<file path="src/rtl/tick_prescaler.sv">
// Programmable enable-tick generator: divides clk by a run-time divisor and emits
// single-cycle tick pulses, either continuously or as a finite burst.
module tick_prescaler #(
   parameter int DIV_W = 16,
   parameter int CNT_W = 8
) (
   input  logic             clk,
   input  logic             rst,
   input  logic [DIV_W-1:0] div,
   input  logic [CNT_W-1:0] burst,
   input  logic             start,
   input  logic             stop,
   output logic             tick,
   output logic             busy,
   output logic             done
);

   // state   | meaning
   // --------+--------------------------------------------------------
   // ST_IDLE | no run in progress; outputs quiet, waiting for start
   // ST_RUN  | prescaler counting; tick on each period boundary

   typedef enum logic {
      ST_IDLE = 1'b0,
      ST_RUN  = 1'b1
   } state_t;

   state_t           state_q, state_d;
   logic [DIV_W-1:0] period_q, period_d;
   logic [DIV_W-1:0] pc_q, pc_d;
   logic [CNT_W-1:0] remaining_q, remaining_d;
   logic             cont_q, cont_d;
   logic             tick_q, tick_d;
   logic             busy_q, busy_d;
   logic             done_q, done_d;
   logic [DIV_W-1:0] div_eff;

   assign div_eff = (div == '0) ? DIV_W'(1) : div;

   always_comb begin
      state_d     = state_q;
      period_d    = period_q;
      pc_d        = pc_q;
      remaining_d = remaining_q;
      cont_d      = cont_q;
      tick_d      = 1'b0;
      done_d      = 1'b0;

      case (state_q)
         ST_IDLE: begin
            if (start && !stop) begin
               state_d     = ST_RUN;
               period_d    = div_eff;
               remaining_d = burst;
               cont_d      = (burst == '0);
               pc_d        = '0;
            end
         end
         ST_RUN: begin
            if (stop) begin
               state_d = ST_IDLE;
               pc_d    = '0;
            end else if (pc_q == period_q - DIV_W'(1)) begin
               tick_d   = 1'b1;
               pc_d     = '0;
               // divisor only re-sampled here so no interval is ever truncated
               period_d = div_eff;
               if (!cont_q) begin
                  remaining_d = remaining_q - CNT_W'(1);
                  if (remaining_q == CNT_W'(1)) begin
                     done_d  = 1'b1;
                     state_d = ST_IDLE;
                  end
               end
            end else begin
               pc_d = pc_q + DIV_W'(1);
            end
         end
         default: state_d = ST_IDLE;
      endcase

      busy_d = (state_d == ST_RUN);
   end

   always_ff @(posedge clk or posedge rst) begin
      if (rst) begin
         state_q     <= ST_IDLE;
         period_q    <= DIV_W'(1);
         pc_q        <= '0;
         remaining_q <= '0;
         cont_q      <= 1'b0;
         tick_q      <= 1'b0;
         busy_q      <= 1'b0;
         done_q      <= 1'b0;
      end else begin
         state_q     <= state_d;
         period_q    <= period_d;
         pc_q        <= pc_d;
         remaining_q <= remaining_d;
         cont_q      <= cont_d;
         tick_q      <= tick_d;
         busy_q      <= busy_d;
         done_q      <= done_d;
      end
   end

   assign tick = tick_q;
   assign busy = busy_q;
   assign done = done_q;

endmodule

</file>
<file path="config.mk">
export PLATFORM = sky130hd
export DESIGN_NAME = tick_prescaler
export DESIGN_NICKNAME = d
export VERILOG_FILES = /design/src/rtl/tick_prescaler.sv
export SDC_FILE = /design/constraint.sdc
export NUM_CORES = 1
export LEC_CHECK = 0
export ABC_CLOCK_PERIOD_IN_PS = 4100
export BUFFER_PORTS_ARGS = -buffer_cell sky130_fd_sc_hd__clkbuf_2
export CORE_UTILIZATION = 55
export CTS_CLUSTER_DIAMETER = 150
export DETAILED_ROUTE_END_ITERATION = 16
export PLACE_DENSITY = 0.75
export SLEW_MARGIN = 20
export SYNTH_ARGS = -nofsm -noshare
export SYNTH_HDL_FRONTEND = slang
export SYNTH_SLANG_ARGS = --single-unit
</file>
<file path="constraint.sdc">
create_clock -name clk -period 4.1 [get_ports clk]
set_input_delay 0.615 -clock clk [delete_from_list [all_inputs] [get_ports clk]]
set_output_delay 0.615 -clock clk [all_outputs]
set_load 0.01 [all_outputs]
</file>
-- Word level (Yosys, flattened, before mapping)
Cells that the tools add are included.
- register bits: 44
- input port bits: 28
- output and inout port bits: 3
- logic and storage cells: 52
- $add $sub $neg: 3
- equal/unequal tests: 6
- multiplexer cells: 28
- bitwise gates (word level): 1
- reductions and logical operators: 7
- operator list (operator ; number):
    16-bit 2-to-1 mux ; 7
    16-bit case mux with 2 select lines ; 2
    8-bit 2-to-1 mux ; 4
    16-bit by 1-bit adder with 16-bit output, second input constant ; 1
    16-bit == test ; 1
    16-bit logical NOT ; 1
    8-bit case mux with 2 select lines ; 1
    16-bit by 1-bit subtractor with 16-bit output, second input constant ; 1
    1-bit 2-to-1 mux ; 13
    8-bit by 1-bit == test with 1-bit output, second input constant ; 1
    8-bit logical NOT ; 1
    8-bit by 1-bit subtractor with 8-bit output, second input constant ; 1
    2-bit != test, second input constant ; 3
    4-bit AND reduction ; 1
    3-bit AND reduction ; 1
    2-bit by 1-bit != test with 1-bit output, second input constant ; 1
    1-bit case mux with 2 select lines ; 1
    2-bit AND reduction ; 1
    1-bit logical AND ; 1
    1-bit logical NOT ; 1
    1-bit inverter ; 1

-- Longest topological paths before layout
Gate-level depths: netlist (run 1).
- depth after elaboration: 6
- mapped depth: 11
- mapped depth without buffers: 10

-- Worst setup path before layout (run 1)
OpenSTA, ideal clock, no wires.
- path kind: register -> register
- from: register period_q[5]
- to: register period_q[11]
- library setup time: 0.128 ns
- data arrival time: 2.772 ns
- data required time: 3.972 ns
- setup slack: 1.201 ns
- stages on the path, launching flop included: 9
- buffers on the path: 2
- clock period less this slack: 2.899 ns
- path through: dfrtp_1 > or4_1 > buf_2 > or4_4 > o311ai_2 > o2111ai_2 > o21ai_1 > buf_4 > mux2_1
- cells in the longest elaborated chain, start to end: 4
- ends and longest elaborated chain (element ; line ; text):
    start: declaration ; 29 ; logic [DIV_W-1:0] period_q, period_d;
    start signal: assignment ; 97 ; period_q <= period_d;
    16-bit by 1-bit subtractor with 16-bit output ; 63 ; end else if (pc_q == period_q - DIV_W'(1)) begin
    16-bit == test ; 63 ;
    2-bit by 1-bit != test with 1-bit output (no source line) ; - ;
    3-bit AND reduction (no source line) ; - ;
No other way between the ends.
A chain may end at the register's enable or synchronous reset.

-- Worst setup path after layout (run 1)
- from: register period_q[6]
- to: register period_q[14]
The elaborated chain is that of the path after synthesis.

==> metrics.md, run 1 <==
| Metric | Value |
|---|---|
| Status | finished clean |
| Layout cells sized above 1 | around 15% |
| FP Rows | 26 |
| Clk pin slew, worst setup/hold paths | 90 ps |
| Worst Tran Pin Value | 721 ps |
| Number of port buffers | 30 |
| Tmin final | 3340 ps |
| Die extent in x | 75.5 um |
| Grt peak-use layer | met2 |
| Critical Path End Type | flip-flop |
| Ranking of synthesized cells by area | dfrtp_1 (36%), mux2_1 (4.5%), nor2_1 (3.3%) |
| GRT overflow | 0 |
| Initial Util | 57.5% |
| Fin Clk Skew | 11.4 ps |
| Min-Delay Path Class | in2async |
| Finish-stage setup viols | 0 |
| Fin. Hold Viols | 0 |
| Vias/cell | 6.16 |
| Number of CTS-inserted buffers | 5 |
| Clock Root Buffer | clkbuf_8 |
| Setup_tns | 0 ps |
| First-pass GRT wire length | 11,100 um |
| Startpoint type of the worst setup path | flip-flop |
| Slew Limit Headroom | about 52% |
| Max-slew violations | 0 |
| CTS Hold Buffers Added | 0 |
| Top FF cell, synth | dfrtp_1 |
| Core Region | 0.00517 mm2 |
| Routed WL | 6830 um |
| Maxcap violations | 0 |
| Antenna violations before repair | 0 |
| Clock sinks | between 40 and 50 |
| Seq/Total Area, Yosys | 37.1% |
| Cell area power density | about 360 mW/mm2 |
| Clk_lat worst skew | around 300 ps |
| # nets final | just under 400 |
| Die footprint | 0.00571 mm2 |
| Worst VDD drop | 0.000162 V |
| YS warnings | 0 |
| Async S/R FF share, synth | 100% |
| Die height | 75.5 um |
| Routed vias | 2,617 |
| RSZ-0062 raised after global routing | false |
| Vias in the first global route | 2,358 |
| Crit path DAT | around 3500 ps |
| GRT Overall Usage | 26.0% |
| Tot Pwr | about 1.2 mW |
| Cell area after placement | 0.00314 mm2 |
| Number of synthesized register bits | 44 |
| DP Cell Count | 417 |
| Ports | 31 |
| Fmax | roughly 300 MHz |
| M1 GR Usage | 36.8% |
| Ant. Diodes | 0 |
| Fin cells | 425 |
| Largest area contributor in the netlist | dfrtp_1 |
| Post-synth top area share | between 30% and 40% |
| Post-synth top cells | dfrtp_1 (43), nor2_1 (26), nand2_1 (19) |
| Library cells used by synthesis | 62 |
| Post-Syn Instances | approximately 330 |
| # DRC | 0 |
| Max clock buf depth | 2 |
| Htree depth | 2 |
| Largest net degree at the start of global routing | 45 |
| Area grow syn2layout | 9.30% |
| Met3 Track Usage GR | 4.37% |
| First-pass detailed-route iteration total | 4 |
| Post-Syn Nets | ~370 |
| Critical path class | reg2reg |
| Post-CTS Setup Bufs | 0 |
| Tcrit/Tclk final | 81.4% |
| WP data required | 4270 ps |
| Post-Synthesis Cell Area | 0.00297 mm2 |
| Worst Path Max Fanout | 23 |
| Count leader, synth | dfrtp_1 |
| Routed Antenna Nets | 0 |
| TritonCTS clock tree | built |
| Post-cts repair resize count | 0 |
| Post-synth EDFFs | 0 |
| DP HPWL | a little over 5000 um |
| Met2 Use GR | between 40% and 50% |
| Cell area after layout | 0.00325 mm2 |
| Synthesized area per cell | 8.93 um2 |
| GPL Wtd Cong | 0.915 |
| Starting DRC count in detailed routing | 144 |
| Wirelength per Cell | 16.1 um |
| Leakage | 1.34 nW |
-- power by group --
part           internal, mW  leakage, nW  switching, mW
Combinational         0.126        0.722          0.152
Sequential            0.486        0.558         0.0830
Clock                 0.181       0.0552          0.148
Total                 0.792         1.34          0.384
-- worst paths after layout --
path / from / end / slack (ps) / depth (start not counted)
max: period_q[6] / period_q[14] / 760 / 9
max reg2reg: period_q[6] / period_q[14] / 760 / 9
max in group asynchronous: rst / period_q[0] / 3290 / 3
min in group clk: div[2] / period_q[2] / 540 / 3
min reg2reg: period_q[4] / period_q[4] / 560 / 1
min: rst / pc_q[14] / 430 / 3
-- through the flow --
stage	worst slack [ps]	utilization (%)	hold slack (ps)
2_1_floorplan	1200	-	478
3_3_place_gp	870	60.8	523
3_5_place_dp	779	60.8	532
4_1_cts	765	62.8	446
5_1_grt	570	62.8	490
6_report	763	62.8	430
-- per-layer routing --
layer	up-vias	wire, um	part of all wire, %
li1	1282	-	-
met1	1248	3160	46
met2	80	3210	47
met3	7	382	5.6
met4	0	79	1.2
met5	-	0	0
-- registers in the layout, indices dropped and copies added (netlist names) --
signal       flops
busy             1
cont_q           1
done             1
pc_q            16
period_q        16
remaining_q      8
tick             1
-- final cells by class --
cell class                      count  area, um2
Fill cell                         468       1920
Sequential cell                    44       1100
Clock inverter                      2       35.0
Multi-Input combinational cell    257       1730
Timing Repair Buffer               34        180
Tap cell                           70       87.6
Inverter                           12       45.0
Clock buffer                        6       72.6
-- layout by cell type (no fill, tap or decap), types with 2 or more instances in the layout --
master	instances
dfrtp_1	43
clkbuf_2	30
nor2_1	26
nand2_1	19
nand3_1	14
nor4_1	13
o21ai_0	13
a31oi_1	13
mux2_1	12
inv_1	11
xor2_1	11
nor3_1	10
xnor2_1	9
a21oi_1	9
mux2i_1	8
nand4_1	8
and3_1	8
nor2b_1	7
a211oi_1	6
nand2b_1	5
clkbuf_8	5
or4_1	4
and2_1	4
ha_1	4
buf_4	4
or3_1	3
o21ai_1	3
nor3b_1	3
a311oi_1	3
o211ai_1	3
o21bai_1	3
or2_2	2
or3b_2	2
nand3b_1	2
nor4b_1	2
a22oi_1	2
o22a_1	2
o22ai_1	2
o211a_1	2
-- kinds of logic after synthesis --
group                    Yosys count  synth area share (%)
AND/OR/NAND/NOR                  138                  25.4
adder cells (fa/ha/maj)            4                  1.68
XOR/XNOR                          20                  5.89
buffers and inverters             32                  4.84
multiplexers                      21                  7.61
flip-flops                        44                  37.1
AO/OA/AOI/OAI                     74                  17.5
-- worst max-delay path, cell delays in order (launching register included) --
cell,delay (ps)
dfrtp_1,480
or4_1,690
nor4_1,360
o221ai_1,180
nor4b_1,350
o2111ai_2,150
buf_4,240
o21ai_1,140
buf_4,260
mux2_1,360
Power figures use the tool's default switching activity.
==> run 2, diff against run 1 <==
--- a/config.mk
+++ b/config.mk
@@ -5,7 +5,7 @@
 export SDC_FILE = /design/constraint.sdc
 export NUM_CORES = 1
 export LEC_CHECK = 0
-export ABC_CLOCK_PERIOD_IN_PS = 4100
+export ABC_CLOCK_PERIOD_IN_PS = 3300
 export BUFFER_PORTS_ARGS = -buffer_cell sky130_fd_sc_hd__clkbuf_2
 export CORE_UTILIZATION = 55
 export CTS_CLUSTER_DIAMETER = 150
==> constraint.sdc (replaced) <==
create_clock -name clk -period 3.3 [get_ports clk]
set_input_delay 0.495 -clock clk [delete_from_list [all_inputs] [get_ports clk]]
set_output_delay 0.495 -clock clk [all_outputs]
set_load 0.01 [all_outputs]
==> run 2 against run 1 <==
  * Critical path depth shrank 1
  * Hold slack got worse by 240 ps
  * Largest power group unchanged
  * Power is 18% higher
==> metrics.md, run 2 (same netlist as run 1, synthesis figures left out) <==
| Metric | Value |
|---|---|
| Tmin final | 3050 ps (-288 ps) |
| Area grow syn2layout | 9.68% |
| GRT overflow | 0 (unchanged) |
| Filler Cell Count | 452 (-3.4%) |
| Most frequent cells in the layout | dfrtp_1 (43), clkbuf_2 (30), nor2_1 (26), nand2_1 (18), nand3_1 (14) |
| Cell area after layout | 0.00326 mm2 (+0.35%) |
| TritonCTS clock tree | built |
| Leakage | 1.34 nW (+0.26%) |
| Clk_lat worst skew | 290 ps (about the same) |
| Die extent in x | 75.5 um (unchanged) |
| # DRC | 0 (unchanged) |
| Startpoint type of the worst setup path | flip-flop |
| DP HPWL | 5070 um (+0.94%) |
| CP max-delay cell | or4_1 |
| WP data required | 3480 ps (-790 ps) |
| Vias/cell | 6.18 (+0.32%) |
| # nets final | 390 (+1.0%) |
| Min-Delay Path Class | in2async |
| Number of CTS-inserted buffers | 5 (unchanged) |
| Number of port buffers | 30 (unchanged) |
| WP depth | 8 (-1) |
| Post-cts repair resize count | 0 (unchanged) |
| Worst VDD drop | 0.000228 V (+41%) |
| Initial Util | 57.5% (unchanged) |
| Largest regs | pc_q: 16 flops, period_q: 16 flops, remaining_q: 8 flops |
| Met3 Track Usage GR | 4.50% (+0.13 points) |
| Status | finished clean |
| Worst Path Max Fanout | 16 (-30%) |
| Clock Root Buffer | clkbuf_8 |
| Worst Path Buf+Inv | 2 (unchanged) |
| Commonest non-fill, non-tap cell in the layout | dfrtp_1 |
| Grt peak-use layer | met2 |
| Fin Clk Skew | 9.69 ps (-1.67 ps) |
| GRT Overall Usage | 25.2% (-0.79 points) |
| M1 GR Usage | 36.1% (-0.75 points) |
| Tcrit/Tclk final | 92.4% (+11 points) |
| Largest delay share family, worst path | simple AND/OR/NAND/NOR gates |
| Internal | 920 uW (+16%) |
| Critical path class | reg2reg |
| Most used cell along the critical path | buf_4 |
| Critical Path End Type | flip-flop |
| Antenna violations before repair | 0 (unchanged) |
| Clock group share of total power | 23.3% (-4.7 points) |
| Setup_tns | 0 ps (unchanged) |
| First-pass GRT wire length | 10,800 um (-2.4%) |
| Layout cells sized above 1 | 15.9% (+0.95 points) |
| Starting DRC count in detailed routing | 136 (-5.6%) |
| Switch Pwr | 464 uW (+21%) |
| Htree depth | 2 (unchanged) |
| Fin. Hold Viols | 0 (unchanged) |
| Met2 Use GR | 39.7% (-1.7 points) |
| Largest net degree at the start of global routing | 27 (-40%) |
| Register share of total power | 50.0% (+1.6 points) |
| Core Region | 0.00517 mm2 (unchanged) |
| FP Rows | 26 (unchanged) |
| Sw Share | 33.6% (+0.94 points) |
| Routed Antenna Nets | 0 (unchanged) |
| Wirelength per Cell | 15.7 um (-2.2%) |
| Clock sinks | 44 (unchanged) |
| GPL Wtd Cong | 0.906 (-1.0%) |
| Combinational fraction of design power | 26.8% (+3.2 points) |
| Vias in the first global route | 2,312 (-2.0%) |
| Maxcap violations | 0 (unchanged) |
| Routed WL | 6750 um (-1.3%) |
| First-pass detailed-route iteration total | 4 (unchanged) |
| Cell area power density | 424 mW/mm2 (+17%) |
| Slew Limit Headroom | 52.1% (+0.30 points) |
| Fmax | 328 MHz (+9.4%) |
| Max clock buf depth | 2 (unchanged) |
| Slowest cell delay on critical path | 670 ps (-20 ps) |
| Routed vias | 2,650 (+1.3%) |
| CTS Hold Buffers Added | 0 (unchanged) |
| Die footprint | 0.00571 mm2 (unchanged) |
| Worst Tran Pin Value | 717 ps (-4.45 ps) |
| Die height | 75.5 um (unchanged) |
| Reg2Reg Depth | 8 (-1) |
| Ports | 31 (unchanged) |
| CP Cell Sequence | or4_1 -> or4_4 -> o311ai_2 -> o2111ai_2 -> buf_4 -> buf_4 -> and3_1 -> mux2_2 |
| Max-slew violations | 0 (unchanged) |
| Clk pin slew, worst setup/hold paths | 80 ps (about the same) |
| Finish-stage setup viols | 0 (unchanged) |
| Post-CTS Setup Bufs | 0 (unchanged) |
| Cell area after placement | 0.00317 mm2 (+0.96%) |
| Crit path DAT | 3230 ps (-280 ps) |
| RSZ-0062 raised after global routing | false |
| Ant. Diodes | 0 (unchanged) |
-- run 2: cell count changes in the layout (fill, tap and decap cells not counted), sizes merged --
cell    change
buf         +4
bufinv      -1
clkbuf      +2
clkinv      -1
-- run 2: worst paths after layout --
path | from | endpoint | slack [ps]
max | period_q[5] | pc_q[5] | 250
min | rst | period_q[11] | 190
max reg2reg | period_q[5] | pc_q[5] | 250
min reg2reg | period_q[15] | period_q[15] | 520
max in group asynchronous | rst | pc_q[6] | 2410
min in group clk | div[2] | period_q[2] | 430
-- run 2: final cells by class --
cell class / instances / area (um2) / share of cell area [%]
clock buffers: 8 / 80.1 / 2.45
inverters: 12 / 45.0 / 1.38
well taps: 70 / 87.6 / 2.69
flip-flops and latches: 44 / 1100 / 33.8
repair buffers: 38 / 210 / 6.44
multi-input cells: 257 / 1740 / 53.2
-- run 2: through the flow --
stage	cells	hold slack [ps]	power, mW	worst slack, ps	util [%]
after detailed placement	421	504	1.06	207	61.3
after CTS	429	198	1.39	187	62.9
after floorplan	333	478	0.955	401	-
after global routing	429	228	1.47	22.4	63.1
final	429	185	1.38	251	63.1
after global placement	421	504	1.05	258	61.3
-- run 2: per-layer routing --
metal | part of all wire, % | wire [um] | up-vias
li1 | - | - | 1301
met1 | 49 | 3330 | 1275
met2 | 45 | 3050 | 65
met3 | 4.3 | 288 | 9
met4 | 1.1 | 76 | 0
met5 | 0 | 0 | -
-- run 2: power by group through the flow --
stage	Sequential, mW	Clock [mW]	Combinational (mW)
final	0.691	0.322	0.370
after CTS	0.690	0.328	0.366
after floorplan	0.672	0	0.282
after global placement	0.698	0	0.356
after global routing	0.704	0.351	0.418
after detailed placement	0.700	0	0.365
-- run 2: worst register-to-register path, cell delays in order (launching register included) --
cell       delay [ps]
dfrtp_1           370
or4_1             670
or4_4             540
o311ai_2          360
o2111ai_2         180
buf_4             210
buf_4             190
and3_1            180
mux2_2            250
